===== config.mk =====
export PLATFORM = sky130hd
export DESIGN_NAME = camera_mask_capture
export DESIGN_NICKNAME = d
export VERILOG_FILES = /design/src/rtl/camera_pkg.sv /design/src/rtl/cam_edge_detect.sv /design/src/rtl/camera_mask_capture.sv
export SDC_FILE = /design/constraint.sdc
export NUM_CORES = 1
export LEC_CHECK = 0
export ABC_AREA = 1
export BUFFER_PORTS_ARGS = -buffer_cell sky130_fd_sc_hd__buf_2
export CAP_MARGIN = 10
export CORE_MARGIN = 10
export CORE_UTILIZATION = 30
export CTS_BUF_LIST = sky130_fd_sc_hd__clkbuf_8
export DETAILED_ROUTE_END_ITERATION = 16
export RECOVER_POWER = 100
export SLEW_MARGIN = 0
export SYNTH_ARGS = -nofsm -noshare
export SYNTH_HDL_FRONTEND = slang
export SYNTH_SLANG_ARGS = --single-unit
export TNS_END_PERCENT = 10

===== constraint.sdc =====
create_clock -name pclk -period 2.05 [get_ports pclk]
set_input_delay 0.1025 -clock pclk [delete_from_list [all_inputs] [get_ports pclk]]
set_output_delay 0.1025 -clock pclk [all_outputs]
set_load 0.01 [all_outputs]

===== src/rtl/camera_pkg.sv =====
// Shared types and defaults for the camera capture path and the mask frame buffer.
// Byte-phase names follow the Y0,U,Y1,V order; with Y_FIRST=0 the luma sits at PH_U/PH_V.
package camera_pkg;

  typedef enum logic [1:0] {
    ST_IDLE,
    ST_VBLANK,
    ST_ACTIVE
  } cam_state_e;

  typedef enum logic [1:0] {
    PH_Y0,
    PH_U,
    PH_Y1,
    PH_V
  } byte_phase_e;

  localparam int CAM_H_PIXELS       = 320;
  localparam int CAM_V_LINES        = 240;
  localparam int CAM_DEFAULT_THRESH = 80;

  function automatic logic is_luma(byte_phase_e ph, logic y_first);
    return y_first ? (ph == PH_Y0 || ph == PH_Y1) : (ph == PH_U || ph == PH_V);
  endfunction

endpackage


===== src/rtl/cam_edge_detect.sv =====
// One-register delay of a pclk-synchronous level with rise/fall pulses.
module cam_edge_detect (
  input  logic pclk,
  input  logic reset,
  input  logic sig_i,
  output logic rise_o,
  output logic fall_o
);

  logic sig_q;

  always_ff @(posedge pclk) begin
    if (reset) sig_q <= 1'b0;
    else       sig_q <= sig_i;
  end

  assign rise_o = sig_i & ~sig_q;
  assign fall_o = ~sig_i & sig_q;

endmodule


===== src/rtl/camera_mask_capture.sv =====
// YUV422 camera front end: frame/line framing, luma extraction, per-frame
// threshold mask with (x, y) write address and sticky geometry error.
module camera_mask_capture
  import camera_pkg::*;
#(
  parameter int H_PIXELS       = CAM_H_PIXELS,
  parameter int V_LINES        = CAM_V_LINES,
  parameter int Y_FIRST        = 1,
  parameter int DEFAULT_THRESH = CAM_DEFAULT_THRESH,
  parameter int X_W            = $clog2(H_PIXELS),
  parameter int Y_W            = $clog2(V_LINES)
) (
  input  logic           pclk,
  input  logic           reset,
  input  logic           vsync,
  input  logic           href,
  input  logic [7:0]     d,
  input  logic [7:0]     thresh,
  output logic           pix_valid,
  output logic           pix_mask,
  output logic [7:0]     pix_y,
  output logic [X_W-1:0] x_addr,
  output logic [Y_W-1:0] y_addr,
  output logic           frame_start,
  output logic           frame_done,
  output logic           frame_err,
  output cam_state_e     dbg_state
);

  // Counters carry one extra bit so they can hold H_PIXELS / V_LINES exactly.
  localparam int CW = X_W + 1;
  localparam int RW = Y_W + 1;
  localparam logic [CW-1:0] H_MAX   = CW'(H_PIXELS);
  localparam logic [RW-1:0] V_MAX   = RW'(V_LINES);
  localparam logic [7:0]    T_RESET = 8'(DEFAULT_THRESH);

  logic vs_rise, vs_fall, href_rise, href_fall;

  cam_edge_detect u_vsync_edge (
    .pclk  (pclk),
    .reset (reset),
    .sig_i (vsync),
    .rise_o(vs_rise),
    .fall_o(vs_fall)
  );

  cam_edge_detect u_href_edge (
    .pclk  (pclk),
    .reset (reset),
    .sig_i (href),
    .rise_o(href_rise),
    .fall_o(href_fall)
  );

  cam_state_e     state_q, state_d;
  byte_phase_e    phase_q, phase_d, phase_cur;
  logic [CW-1:0]  col_q, col_d;
  logic [RW-1:0]  row_q, row_d;
  logic [7:0]     thresh_q, thresh_d;
  logic           pix_valid_q, pix_valid_d;
  logic           pix_mask_q, pix_mask_d;
  logic [7:0]     pix_y_q, pix_y_d;
  logic [X_W-1:0] x_q, x_d;
  logic [Y_W-1:0] y_q, y_d;
  logic           fstart_q, fstart_d;
  logic           fdone_q, fdone_d;
  logic           err_q, err_d;

  // First byte of every line is forced to phase 0, independent of history.
  assign phase_cur = href_rise ? PH_Y0 : phase_q;

  always_comb begin
    state_d     = state_q;
    phase_d     = phase_q;
    col_d       = col_q;
    row_d       = row_q;
    thresh_d    = thresh_q;
    pix_valid_d = 1'b0;
    pix_mask_d  = pix_mask_q;
    pix_y_d     = pix_y_q;
    x_d         = x_q;
    y_d         = y_q;
    fstart_d    = 1'b0;
    fdone_d     = 1'b0;
    err_d       = err_q;

    case (state_q)
      ST_IDLE: begin
        if (vsync) state_d = ST_VBLANK;
      end
      ST_VBLANK: begin
        if (vs_fall) begin
          state_d  = ST_ACTIVE;
          fstart_d = 1'b1;
          thresh_d = thresh;
          y_d      = '0;
          row_d    = '0;
          col_d    = '0;
          err_d    = 1'b0;
        end
      end
      ST_ACTIVE: begin
        if (vs_rise) begin
          state_d = ST_VBLANK;
          fdone_d = 1'b1;
          if (row_q != V_MAX) err_d = 1'b1;
        end
      end
      default: state_d = ST_IDLE;
    endcase

    if (!href || state_q != ST_ACTIVE) phase_d = PH_Y0;
    else                               phase_d = byte_phase_e'(phase_cur + 2'd1);

    if (state_q == ST_ACTIVE) begin
      if (href && is_luma(phase_cur, Y_FIRST != 0)) begin
        if (col_q < H_MAX) begin
          col_d = col_q + CW'(1);
          if (row_q < V_MAX) begin
            pix_valid_d = 1'b1;
            pix_y_d     = d;
            pix_mask_d  = (d >= thresh_q);
            x_d         = col_q[X_W-1:0];
            y_d         = row_q[Y_W-1:0];
          end else begin
            err_d = 1'b1;
          end
        end else begin
          err_d = 1'b1;
        end
      end
      // Line end: rows advance only for lines that carried at least one pixel.
      if (href_fall) begin
        if (col_q != '0 && row_q < V_MAX) row_d = row_q + RW'(1);
        col_d = '0;
        if (col_q != H_MAX) err_d = 1'b1;
      end
    end
  end

  always_ff @(posedge pclk) begin
    if (reset) begin
      state_q     <= ST_IDLE;
      phase_q     <= PH_Y0;
      col_q       <= '0;
      row_q       <= '0;
      thresh_q    <= T_RESET;
      pix_valid_q <= 1'b0;
      pix_mask_q  <= 1'b0;
      pix_y_q     <= 8'h00;
      x_q         <= '0;
      y_q         <= '0;
      fstart_q    <= 1'b0;
      fdone_q     <= 1'b0;
      err_q       <= 1'b0;
    end else begin
      state_q     <= state_d;
      phase_q     <= phase_d;
      col_q       <= col_d;
      row_q       <= row_d;
      thresh_q    <= thresh_d;
      pix_valid_q <= pix_valid_d;
      pix_mask_q  <= pix_mask_d;
      pix_y_q     <= pix_y_d;
      x_q         <= x_d;
      y_q         <= y_d;
      fstart_q    <= fstart_d;
      fdone_q     <= fdone_d;
      err_q       <= err_d;
    end
  end

  assign pix_valid   = pix_valid_q;
  assign pix_mask    = pix_mask_q;
  assign pix_y       = pix_y_q;
  assign x_addr      = x_q;
  assign y_addr      = y_q;
  assign frame_start = fstart_q;
  assign frame_done  = fdone_q;
  assign frame_err   = err_q;
  assign dbg_state   = state_q;

endmodule


After elaboration in Yosys (flattened, before gate mapping)
Index checks and enable logic that the tools add are counted.
Storage, ports and cells
  input bits: 20
  logic and storage cells: 92
  register bits after elaboration: 63
Cells by class
  reductions and logical operators: 15
  $lt $le $gt $ge: 3
  bitwise logic cells: 12
  add/subtract/negate cells: 3
  mux-type cells: 35
  equality and inequality tests: 9
Operators by type and width (number)
  two-way mux 10 bit: 6
  two-way mux 8 bit: 6
  two-way mux 9 bit: 5
  two-way mux 1 bit: 12
  adder 10 x 1 -> 10 bit (second input constant): 1
  less-than comparator 10 x 9 -> 1 bit (second input constant): 1
  inequality test 10 x 9 -> 1 bit (second input constant): 1
  nonzero test 10 bit: 1
  adder 9 x 1 -> 9 bit (second input constant): 1
  less-than comparator 9 x 8 -> 1 bit (second input constant): 1
  inequality test 9 x 8 -> 1 bit (second input constant): 1
  >= comparator 8 bit: 1
  two-way mux 2 bit: 4
  NOT 1 bit: 8
  one-hot mux 2 bit (3 select lines): 1
  OR reduction 2 bit: 3
  AND 1 bit: 4
  equality test 2 bit (second input constant): 2
  zero test 2 bit: 2
  inequality test 2 x 1 -> 1 bit (second input constant): 2
  inequality test 2 bit (second input constant): 2
  AND reduction 4 bit: 1
  OR reduction 4 bit: 1
  AND reduction 3 bit: 1
  7 further kinds: 9

Longest topological paths before layout
Gate-level depths: netlist of the first run.
  word-level depth: 10
  mapped depth: 11
  gate-level depth less buffers: 11

Hierarchy
A second synthesis of the first run with hierarchy kept.
Second synthesis, totals
  cell total of the unflattened synthesis: 435
  area total of the unflattened synthesis: 3119.2 um2
By module, submodules not included
  camera_mask_capture: area an instance 3041.7 um2, cells each 423, times used 1, seq. area each 1201.2 um2
  cam_edge_detect: area an instance 38.8 um2, cells each 6, times used 2, seq. area each 20.0 um2

Worst setup path before layout of the first run
No wires, ideal clock.
  path kind: register to register
  start point: register state_q[0] (netlist: dbg_state[0])
  end point: register row_q[0]
  cell stages (with the launch flop): 10
  slack: 471 ps
  arrival: 1449 ps
  path buffers: 2
  library setup time: 130 ps
  required time: 1920 ps
  cells stage by stage: dfxtp_1 > inv_1 > ha_1 > buf_2 > nand2_1 > nor3_2 > nand2_2 > buf_6 > o21ai_0 > nor2_1
Between the ends
  cells in the longest elaborated chain, start to end: 5
  elaborated cells on any way between the ends: 6
RTL lines
  start, declared: line camera_mask_capture.sv:55  | cam_state_e state_q, state_d;
  start signal, assigned: line camera_mask_capture.sv:157  | state_q <= state_d;
  equality test 2 x 1 -> 1 bit: line camera_mask_capture.sv:87  | case (state_q)
  two-way mux 9 bit: line camera_mask_capture.sv:87
  two-way mux 9 bit: line camera_mask_capture.sv:134  | if (col_q != '0 && row_q < V_MAX) row_d = row_q + RW'(1);
  two-way mux 9 bit: line camera_mask_capture.sv:133  | if (href_fall) begin
  two-way mux 9 bit (*): line camera_mask_capture.sv:115  | if (state_q == ST_ACTIVE) begin
  end signal, assigned: line camera_mask_capture.sv:160  | row_q <= row_d;
  end, declared: line camera_mask_capture.sv:58  | logic [RW-1:0] row_q, row_d;
Every way passes the cells marked *; elsewhere a longest branch is shown, timed or not.
A chain may end at the register's enable or synchronous reset.

Worst setup path in the final report of the first run
Ends and elaborated chain as after synthesis.

==> results list, run 1 <==
* Vertical die dimension: 122 um
- Grt met2 use: between 15 and 20%
- Setup slack on the critical path of the routed design comes to approximately 220 ps.
- Layout-stage area growth over the synthesis result: 18.6%
* Initial standard-cell utilization of the core: slightly above 30%
- Of the cells placed in the final design, the portion with a size suffix greater than 1 is a little over a tenth.
* Residual DRC count: 0
- Setup Total Neg Slack: 0 ps
* Slew at the pin closest to its max-slew limit: 451 ps
* Total leakage power: about 0.0018 uW
* Met3 usage: 4.13%
- The synthesized design contains 62 register bits.
- Counting every sink on the clock net gives just over 60.
- The worst setup path is launched from a register.
- Timing analysis after detailed placement gives a worst setup slack of ~230 ps.
- Number of filler instances in the final layout: about 1100
* Share of the clock period used by the worst path: around 90%
* Longest Clk Path Bufs: 2
- Post-cts repair resize count: 0
- Clock latency on the worst-skew pair, taken at its later pin, is 340 ps.
- Using the TritonRoute via totals, the vias-per-cell ratio works out to about 4.5.
* Class of the tightest hold or removal check: in -> reg
- The HPWL after detailed placement is ~5600 um.
- Top cell type by total area after synthesis: sky130_fd_sc_hd__dfxtp_1
- CTS clock-pin slew for the worst setup and hold paths: roughly 70 ps
- Total power: ~3500 uW
* Commonest cells after routing, fill and taps aside: 97 x sky130_fd_sc_hd__nand2_1, 82 x sky130_fd_sc_hd__nor2_1, 62 x sky130_fd_sc_hd__dfxtp_1
* Run status: completed
- Hold buffer count at cts: 7
- Worst ir drop on vdd: about 0.47 mV
- Averaged over all synthesized cells, the footprint is approximately 7.0 um^2.
- For this run, global-route usage on met1 was measured as 12.6%.
- # IOs: between 50 and 60
- The first global-routing pass estimated 12900 um of wire.
* H-tree depth: 3
- The max-slew violation total from the final report came to 0.
* Remaining global-route overflow: 0
* Yosys warns: 0
- In this run the standard cell core region covers 10300 um^2.
- The first TritonRoute pass finished after 4 iterations.
- Syn_nets: a little under 500
- In this run the tool buffered the top-level ports with roughly 50 buffer cells.
- Critical Path AT: 2060 ps
* Total Routed Length: 7830 um
- Cell at the root of the clock tree: sky130_fd_sc_hd__clkbuf_8
- Post-CTS timing repair inserted 0 buffers for setup.
- Rel. slew slack: 69.9%
* PwrDens: about 940 nW/um^2
- The repair_antennas step left the layout with diodes totalling 0.
* Data required, critical path: approximately 2300 ps
- Worst-path fanout max: 14
* Worst Path Class, Setup: reg -> reg
- Setup violations remaining at the end of the flow were counted as 0.
* Layout Utilization: between 30 and 40%
- Routability-driven placement finished with a final weighted congestion of 0.894.
* Synth top area share: about two fifths
- Maximum number of pins on one net before global-route repair: 36
* Number of global-route vias before repair: between 2000 and 3000
- Timing-limited maximum frequency: roughly 550 MHz
- Hold Vio Cnt, Final: 0
- Across every metal layer, demand over resource in global routing totals 10.7%.
* GRT busiest layer: met2
- Antenna violations before repair: 0
* Drt initial violations: 116
- Worst clock skew: ~10 ps
- Sequential element share of the synthesized area: 39.4%
- Die Area: 15000 um^2
- Antenna violation net count after detailed routing: 0
- Ranked by total cell area, the synthesized netlist is headed by sky130_fd_sc_hd__dfxtp_1 39%, sky130_fd_sc_hd__nand2_1 11%, sky130_fd_sc_hd__nor2_1 9.7%.
* Total via count after detailed routing: a little under 3000
* Drt wl/cell: ~12 um
- Cell row count: 37
- After technology mapping, the gate count stands at 450.
* Number of unique standard cell types used by synthesis: 34
* Clock period minus final worst setup slack: ~1800 ps
* Post-layout net count: 544
- Maximum capacitance violations: 0
* Setup repair after global routing missed its margin: false
* Area of combinational cells with multiple inputs: between 1500 and 2000 um^2
* Chip width: around 120 um
- In the final layout, flip-flops and latches occupy between 1000 and 1500 um^2.
* Post-synth design cell area: about 3100 um^2
- In this run, CTS created clock tree buffers numbering 9.
* Commonest non-fill, non-tap cell in the layout: sky130_fd_sc_hd__nand2_1
* Crit end category: register
- Clock tree from TritonCTS: built
report_power, final:
group | switching (uW) | leakage, uW | internal [uW]
sequential | 109 | 0.000503 | 1380
combinational | 631 | 0.00115 | 335
clock | 476 | 0.0000993 | 579
total | 1220 | 0.00175 | 2290
through the flow:
stage,std cells,hold slack [ps],instance area (um^2)
finish,647,7.16,3730
global route,647,21.4,3730
CTS,647,0.741,3790
detailed placement,625,324,3530
global placement,625,320,3530
floorplan,450,172,3150
path summary, 6_finish.rpt:
kind	from	endpoint	slack (ps)	depth (start not counted)
worst max register to register	dbg_state[0]	row_q[0]	220	7
worst max-delay path	dbg_state[0]	row_q[0]	220	7
worst min register to register	col_q[9]	col_q[9]	460	2
worst min-delay path	d[7]	pix_y[7]	7	3
worst max-delay path, stage by stage, from the launching register on:
cell                      delay (ps)
sky130_fd_sc_hd__dfxtp_1         360
sky130_fd_sc_hd__inv_1           120
sky130_fd_sc_hd__ha_1            370
sky130_fd_sc_hd__nand2_1         140
sky130_fd_sc_hd__nor3_2          220
sky130_fd_sc_hd__nand2_2         240
sky130_fd_sc_hd__o21ai_0         200
sky130_fd_sc_hd__nor2_1           60
cell usage after synthesis, drive strengths merged:
master	count
nand2	101
nor2	87
xnor2	1
nor3	5
clkbuf	8
o211ai	3
o21ai	44
o21bai	1
nand4	3
dfxtp	62
nand3	20
buf	10
xor2	4
or2	1
a21o	1
a21boi	1
a21oi	27
ha	17
o21a	1
inv	53
flip-flops by register name, indices dropped and copies added, names as in the netlist:
name	flops
phase_q	1
pix_valid	1
x_addr	9
frame_start	1
pix_mask	1
row_q	9
thresh_q	8
pix_y	8
u_vsync_edge.sig_q	1
y_addr	8
frame_done	1
u_href_edge.sig_q	1
frame_err	1
col_q	10
dbg_state	2
layer usage:
| metal | vias up | share of wire, % |
|---|---|---|
| li1 | 1528 | - |
| met1 | 1293 | 46 |
| met2 | 55 | 46 |
| met3 | 7 | 6.8 |
| met4 | 0 | 1.2 |
| met5 | - | 0 |
final cells by class:
| cell class | count | share of cell area (%) |
|---|---|---|
| Sequential cell | 62 | 33.2 |
| Clock buffer | 10 | 3.69 |
| Clock inverter | 5 | 1.37 |
| Tap cell | 136 | 4.56 |
| Inverter | 53 | 5.33 |
| Timing Repair Buffer | 64 | 9.01 |
| Multi-Input combinational cell | 317 | 42.8 |
kinds of logic after synthesis:
group,after synthesis,synth area share [%]
compound gates,78,13.4
buf+inv,71,9.62
flops,62,39.4
simple gates,217,29.4
fa+ha+maj,17,6.76
xor+xnor,5,1.39
Note: power is estimated with default switching activity, not from simulation.
==> run 2, diff against run 1 <==
--- a/config.mk
+++ b/config.mk
@@ -9,9 +9,10 @@
 export BUFFER_PORTS_ARGS = -buffer_cell sky130_fd_sc_hd__buf_2
 export CAP_MARGIN = 10
 export CORE_MARGIN = 10
-export CORE_UTILIZATION = 30
+export CORE_UTILIZATION = 46
 export CTS_BUF_LIST = sky130_fd_sc_hd__clkbuf_8
 export DETAILED_ROUTE_END_ITERATION = 16
+export PLACE_DENSITY = 0.67
 export RECOVER_POWER = 100
 export SLEW_MARGIN = 0
 export SYNTH_ARGS = -nofsm -noshare
==> run 2 against run 1 <==
Against the previous run:
- combinational power down 2%
- register-to-register slack improved by 40 ps
- first-iteration DRC count down 11%
- highest routed layer unchanged
==> results list, run 2 (synthesis gave the netlist of run 1 again) <==
- The achievable clock frequency came to 557 MHz (+2.2%).
* Crit start category: register
* Run status: completed
- The deepest clock path buffer count came to 2 (unchanged).
- The final routed wire length divided by cell count was 12.8 um (+5.5%).
* Num Clock Sinks: 62 (unchanged)
- Critical Path Max Stage Delay: 370 ps (about the same)
- The count of final setup violators came to 0 (unchanged).
- The detailed-router iteration count before antenna repair is 4 (unchanged).
* Antenna violation net count after detailed routing: 0 (unchanged)
- Cell row count: 30 (-19%)
* Commonest non-fill, non-tap cell in the layout: sky130_fd_sc_hd__nand2_1
* Critical Path AT: 2020 ps (-40 ps)
* Layout-stage area growth over the synthesis result: 16.1%
- Source-to-sink clock delay at the later pin of the worst-skew pair: 350 ps (about the same)
- Crit end category: register
* CTS clock-pin slew for the worst setup and hold paths: 70 ps (about the same)
- Share of the clock period used by the worst path: 87.5% (-1.9 points)
- H-tree depth: 3 (unchanged)
- Chip width: 103 um (-16%)
* Maximum capacitance violations: 0 (unchanged)
* Total power: 3480 uW (-0.77%)
- Area of the core: 6720 um^2 (-35%)
* Family with the most delay on the worst path: simple AND/OR/NAND/NOR gates
- Combinational power share: 27.2% (-0.3 points)
* Detail Placement HPWL: 5280 um (-5.3%)
- P_int: 2260 uW (-1.4%)
- The number of flip-flops in the largest register is 10 (unchanged).
* Most flop-heavy register: col_q
* Slew at the pin closest to its max-slew limit: 424 ps (-26.6 ps)
* Hold Vio Cnt, Final: 0 (unchanged)
- The vias after detailed routing came to 2922 (+1.4%).
- Commonest cells after routing, fill and taps aside: 96 x sky130_fd_sc_hd__nand2_1, 82 x sky130_fd_sc_hd__nor2_1, 62 x sky130_fd_sc_hd__dfxtp_1
* Total Routed Length: 7540 um (-3.7%)
- Post-cts repair resize count: 0 (unchanged)
- Worst Path Class, Setup: reg -> reg
* Clock period minus final worst setup slack: 1790 ps (-38.8 ps)
* Switching power summed over all nets: 1220 uW (+0.46%)
- The clock power share is 30.0% (about the same).
* # IOs: 52 (unchanged)
* Global-route wire length before repair: 12600 um (-2.6%)
* Worst clock skew: 8.55 ps (-1.64 ps)
- Crit path max-delay cell type: sky130_fd_sc_hd__ha_1
- Antenna violations before repair: 0 (unchanged)
- The tree is rooted in a sky130_fd_sc_hd__clkbuf_8.
- Post-layout net count: 543 (-0.18%)
- The total leakage power was 0.00174 uW (-0.55%).
- The aggregate global routing overflow was 0 (unchanged).
- Gp weighted congestion: 0.873 (-2.3%)
- Total of buffers placed on input and output ports: 51 (unchanged)
- The critical path required time is 2280 ps (about the same).
- Number of buffers created by CTS: 9 (unchanged)
- The sequential share of power is 42.8% (+0.4 points).
- The average via count per standard cell was 4.94 (+11%).
- The largest net degree at the start of global routing was 37 (+2.8%).
- PwrDens: 952 nW/um^2 (+1.4%)
- Initial standard-cell utilization of the core: 46.9% (+16 points)
* Clock tree from TritonCTS: built
- The worst relative slew slack came to 71.7% (+1.8 points).
* Class of the tightest hold or removal check: in -> reg
- The share of post-route cells with drive strength above 1 came to 10.4% (-0.20 points).
- The via count of the first global-routing pass came to 2783 (+1.6%).
* Slew Limit Fails: 0 (unchanged)
* Antenna diodes: 0 (unchanged)
* Vertical die dimension: 103 um (-16%)
- Setup repair after global routing missed its margin: false
* Worst ir drop on vdd: 0.467 mV (-0.15%)
- The global router's overall resource usage came to 15.2% (+4.5 points).
- The worst path buffer plus inverter count is 1 (unchanged).
- The DRC violation count after routing was 0 (unchanged).
* Sw Share: 35.1% (+0.43 points)
* Drt initial violations: 103 (-11%)
- Setup Total Neg Slack: 0 ps (unchanged)
- Ordered cell list for the critical path: inv_1 > ha_1 > nand2_1 > nor3_2 > nand2_2 > o21ai_0 > nor2_1
- Die Area: 10600 um^2 (-30%)
- Worst-path fanout max: 14 (unchanged)
run 2: cell count changes in the layout (fill, tap and decap cells not counted):
cell                            delta
sky130_fd_sc_hd__inv_2             -2
sky130_fd_sc_hd__clkinvlp_4        +2
sky130_fd_sc_hd__nand2_1           -1
sky130_fd_sc_hd__dlygate4sd3_1     +1
sky130_fd_sc_hd__nand2_2           +1
sky130_fd_sc_hd__buf_12            -1
sky130_fd_sc_hd__clkbuf_8          -1
sky130_fd_sc_hd__clkbuf_1          -1
sky130_fd_sc_hd__inv_1             +2
run 2: final timing paths:
kind | start | to | slack (ps) | depth (start not counted)
setup reg to reg | dbg_state[0] | row_q[0] | 260 | 7
setup / recovery | dbg_state[0] | row_q[0] | 260 | 7
hold reg to reg | col_q[9] | col_q[9] | 460 | 2
hold / removal | d[6] | pix_y[6] | 10 | 3
run 2: area by class of cell:
cell class	count	area, um^2
fillers	682	3060
multi-input cells	317	1600
flip-flops and latches	62	1240
repair buffers	63	323
inverters	53	199
clock buffers	9	124
well taps	80	100
clock inverters	7	66.3
run 2: power groups by stage:
stage	combinational (uW)	clock, uW	sequential [uW]
2_1_floorplan	637	0	1560
3_3_place_gp	971	0	1500
3_5_place_dp	986	0	1510
4_1_cts	1000	1070	1490
5_1_grt	1090	1120	1510
6_report	947	1040	1490
run 2: worst register-to-register path, cell delays in order, from the launching register on:
cell and delay [ps]:
sky130_fd_sc_hd__dfxtp_1 360, sky130_fd_sc_hd__inv_1 110, sky130_fd_sc_hd__ha_1 370, sky130_fd_sc_hd__nand2_1 140, sky130_fd_sc_hd__nor3_2 210, sky130_fd_sc_hd__nand2_2 230
sky130_fd_sc_hd__o21ai_0 210, sky130_fd_sc_hd__nor2_1 50
run 2: metrics by stage:
step | std cells | util [%] | area, um^2 | setup slack, ps | hold slack, ps
3_3_place_gp | 567 | 51.0 | 3430 | 346 | 324
2_1_floorplan | 450 | - | 3150 | 471 | 172
4_1_cts | 591 | 55.1 | 3700 | 255 | 6.81
5_1_grt | 591 | 54.4 | 3650 | 37.5 | 15.8
3_5_place_dp | 567 | 51.0 | 3430 | 261 | 331
6_report | 591 | 54.4 | 3650 | 256 | 14.3
run 2: layer usage:
layer,wire (um),GRT usage [%],vias to the layer above
li1,-,-,1528
met1,3490,17.4,1332
met2,3580,26.1,52
met3,308,3.62,10
met4,160,7.05,0
met5,0,0,-
run 2: repair_timing:
| action | 4_1_cts | 5_1_grt |
|---|---|---|
| endpoints found under the setup margin | 0 | 0 |
| buffers inserted | 0 | 0 |
| endpoints found under the hold margin | 8 | 0 |
| hold buffers | 8 | 0 |
==> run 3, diff against run 2 <==
--- a/config.mk
+++ b/config.mk
@@ -9,10 +9,9 @@
 export BUFFER_PORTS_ARGS = -buffer_cell sky130_fd_sc_hd__buf_2
 export CAP_MARGIN = 10
 export CORE_MARGIN = 10
-export CORE_UTILIZATION = 46
+export CORE_UTILIZATION = 25
 export CTS_BUF_LIST = sky130_fd_sc_hd__clkbuf_8
 export DETAILED_ROUTE_END_ITERATION = 16
-export PLACE_DENSITY = 0.67
 export RECOVER_POWER = 100
 export SLEW_MARGIN = 0
 export SYNTH_ARGS = -nofsm -noshare
==> run 3 against run 2 <==
Against the previous run:
- register-to-register slack barely moved
- die area rose by 66%
- core utilization fell by 23 points
- via count rose by 0.86%
- critical path depth did not move
- sequential share of layout area fell by 1.4 points
- global-route usage fell by 5.5 points
- largest power group unchanged
==> results list, run 3 (synthesis gave the netlist of run 1 again) <==
* Number of buffers created by CTS: 9 (unchanged)
- The critical path is of the reg -> reg type.
- Worst ir drop on vdd: 0.545 mV (+17%)
- Clock tree from TritonCTS: built
- The power density over the cells came to 960 nW/um^2 (+0.89%).
* Remaining global-route overflow: 0 (unchanged)
- Residual DRC count: 0 (unchanged)
* Hold path startpoint: d[4]
- The maximum fanout along the worst path was 14 (unchanged).
- Overall routing resource usage: 9.72% (-5.5 points)
- The global placer's final weighted congestion was 0.836 (-4.3%).
- Drt wl/cell: 12.1 um (-4.9%)
- The transition time at the pin with the least slew margin was 446 ps (+21.7 ps).
- Sw Share: 33.8% (-1.3 points)
* Switching power summed over all nets: 1240 uW (+1.3%)
- Ordered cell list for the critical path: inv_1 > ha_2 > nand2_1 > nor3_2 > nand2_2 > nor3_1 > nor2_1
* Worst reg2reg startpoint: dbg_state[0]
- The endpoint identified for the worst register-to-register timing path is row_q[5].
* Chip width: 132 um (+29%)
- The minimum clock period after layout was 1810 ps (+11.9 ps).
- The average via count per standard cell is 4.32 (-13%).
* Minimum setup slack among reg-to-reg paths: 240 ps (about the same)
* Total leakage power: 0.00178 uW (+2.2%)
- Most flop-heavy register: col_q
- In this run the clock root is driven by a sky130_fd_sc_hd__clkbuf_8.
* Detail Placement HPWL: 5960 um (+13%)
- The number of fill cells came to 1311 (+92%).
- The boundary pin count is 52 (unchanged).
- Met2 wirelength from detailed routing: 3990 um (+11%)
* Data required, critical path: 2280 ps (about the same)
- The final clock period utilization by the worst path was 88.1% (+0.58 points).
- The logic gate share of total power came to 26.7% (-0.5 points).
- The share of post-route cells with drive strength above 1 came to 10.7% (+0.33 points).
* Rel. slew slack: 70.3% (-1.4 points)
- The clock slew at the register clock pins of the worst setup and hold paths is 70 ps (about the same).
- Maximum capacitance violations: 0 (unchanged)
- The power after layout is 3660 uW (+5.1%).
- Critical Path AT: 2040 ps (+20 ps)
- The number of placement rows came to 40 (+33%).
* Sequential share of power: 40.7% (-2.1 points)
* Number of global-route vias before repair: 2899 (+4.2%)
- Setup repair after global routing left no endpoint under its margin.
- Worst hold path stage count: 3 (unchanged)
- The worst setup path is launched from a register.
- Layout-stage area growth over the synthesis result: 21.0%
- The number of nets in the final layout came to 546 (+0.55%).
- The final hold slack is 22.3 ps (+8.03 ps).
- Longest Clk Path Bufs: 2 (unchanged)
* Final setup violation count: 0 (unchanged)
* Die Area: 17500 um^2 (+66%)
- The summed negative setup slack over all endpoints is 0 ps (unchanged).
* Placement-stage cell area: 3550 um^2 (+3.6%)
- Worst clock skew: 10.9 ps (+2.37 ps)
* H-tree depth: 3 (unchanged)
- Commonest cells after routing, fill and taps aside: 97 x sky130_fd_sc_hd__nand2_1, 81 x sky130_fd_sc_hd__nor2_1, 62 x sky130_fd_sc_hd__dfxtp_1
* Path depth of the worst reg2reg path: 7 (unchanged)
* Area of combinational cells with multiple inputs: 1600 um^2 (-0.31%)
- P_int: 2420 uW (+7.2%)
- The clock insertion delay at the later pin of the skew report is 350 ps (about the same).
- The achievable clock frequency was 554 MHz (-0.66%).
* Post-CTS setup buffers: 0 (unchanged)
- Length of the first detailed-routing pass in iterations: 5 (+1)
- Total of buffers placed on input and output ports: 51 (unchanged)
- The vias after detailed routing was 2947 (+0.86%).
- Drt initial violations: 169 (+64%)
- Register area: 1240 um^2 (unchanged)
- The detailed-route wire length was 8280 um (+9.8%).
* Antenna violations before repair: 0 (unchanged)
- Crit path max-delay cell type: sky130_fd_sc_hd__dfxtp_1
- The final non-filler cell area is 3810 um^2 (+4.2%).
- The worst setup path is captured at a register.
* Commonest non-fill, non-tap cell in the layout: sky130_fd_sc_hd__nand2_1
* Antenna diodes: 0 (unchanged)
- Antenna violation net count after detailed routing: 0 (unchanged)
* Maximum number of pins on one net before global-route repair: 36 (-2.7%)
- Clk pwr share: 32.5% (+2.5 points)
- In this run the top signal layer used is met4.
- The met3 layer wire length in the routed design was 509 um (+65%).
- The delay contributed by the slowest stage of the critical path came to 360 ps (about the same).
- Worst Hold Endpoint: pix_y[4]
* Met1 WL: 3700 um (+6.0%)
- Slew Limit Fails: 0 (unchanged)
- The core region area was 12200 um^2 (+81%).
- The number of flip-flops in the largest register came to 10 (unchanged).
- Vertical die dimension: 132 um (+29%)
- The wire length of the first global-routing pass was 14000 um (+11%).
- The run finished with clean final reports.
- In this run the worst hold path is classified as in -> reg.
- The initial core utilization came to 25.9% (-21 points).
- Num Clock Sinks: 62 (unchanged)
- The number of hold violations in the final report is 0 (unchanged).
-- run 3: worst max path at each step --
stage	endpoint	cells past startpoint	slack [ps]	startpoint
global placement	row_q[5]	7	340	dbg_state[0]
floorplan	row_q[0]	9	470	dbg_state[0]
finish	row_q[5]	7	240	dbg_state[0]
global route	y_addr[3]	9	50	href
CTS	row_q[5]	7	180	dbg_state[0]
detailed placement	row_q[5]	7	200	dbg_state[0]
-- run 3: stage by stage --
| stage | cells | worst slack, ps | utilization (%) |
|---|---|---|---|
| CTS | 682 | 179 | 31.7 |
| detailed placement | 657 | 202 | 29.2 |
| global route | 682 | 48.0 | 31.3 |
| finish | 682 | 244 | 31.3 |
| floorplan | 450 | 471 | - |
| global placement | 657 | 339 | 29.2 |
-- run 3: final cells by class --
class                           count  share of cell area (%)
Clock buffer                       10                    3.61
Clock inverter                      6                    2.04
Inverter                           53                    5.22
Multi-Input combinational cell    317                    41.9
Sequential cell                    62                    32.6
Tap cell                          168                    5.52
Timing Repair Buffer               66                    9.10
-- run 3: repair_timing --
item / in CTS / in global routing
endpoints found under the hold margin: 9 / 0
resized for setup: 0 / 1
hold buffers: 9 / 0
setup endpoints to repair: 0 / 4
-- run 3: power by group through the flow --
stage               clock, uW  combinational (uW)  sequential (uW)
global placement            0                 990             1500
CTS                      1230                1030             1490
global route             1280                1140             1510
finish                   1190                 977             1490
floorplan                   0                 637             1560
detailed placement          0                1010             1510
-- run 3: layer usage --
metal	global-route usage [%]	up-vias
met5	0	-
met4	3.36	0
met3	3.66	10
met2	16.0	70
met1	11.3	1334
li1	-	1533
-- run 3: critical path, delay by kind of cell, from the launching register on --
family	cells	cell delay, ps
and+or+nand+nor	5	900
DFF	1	360
adders and majority gates	1	300
buffers and inverters	1	130
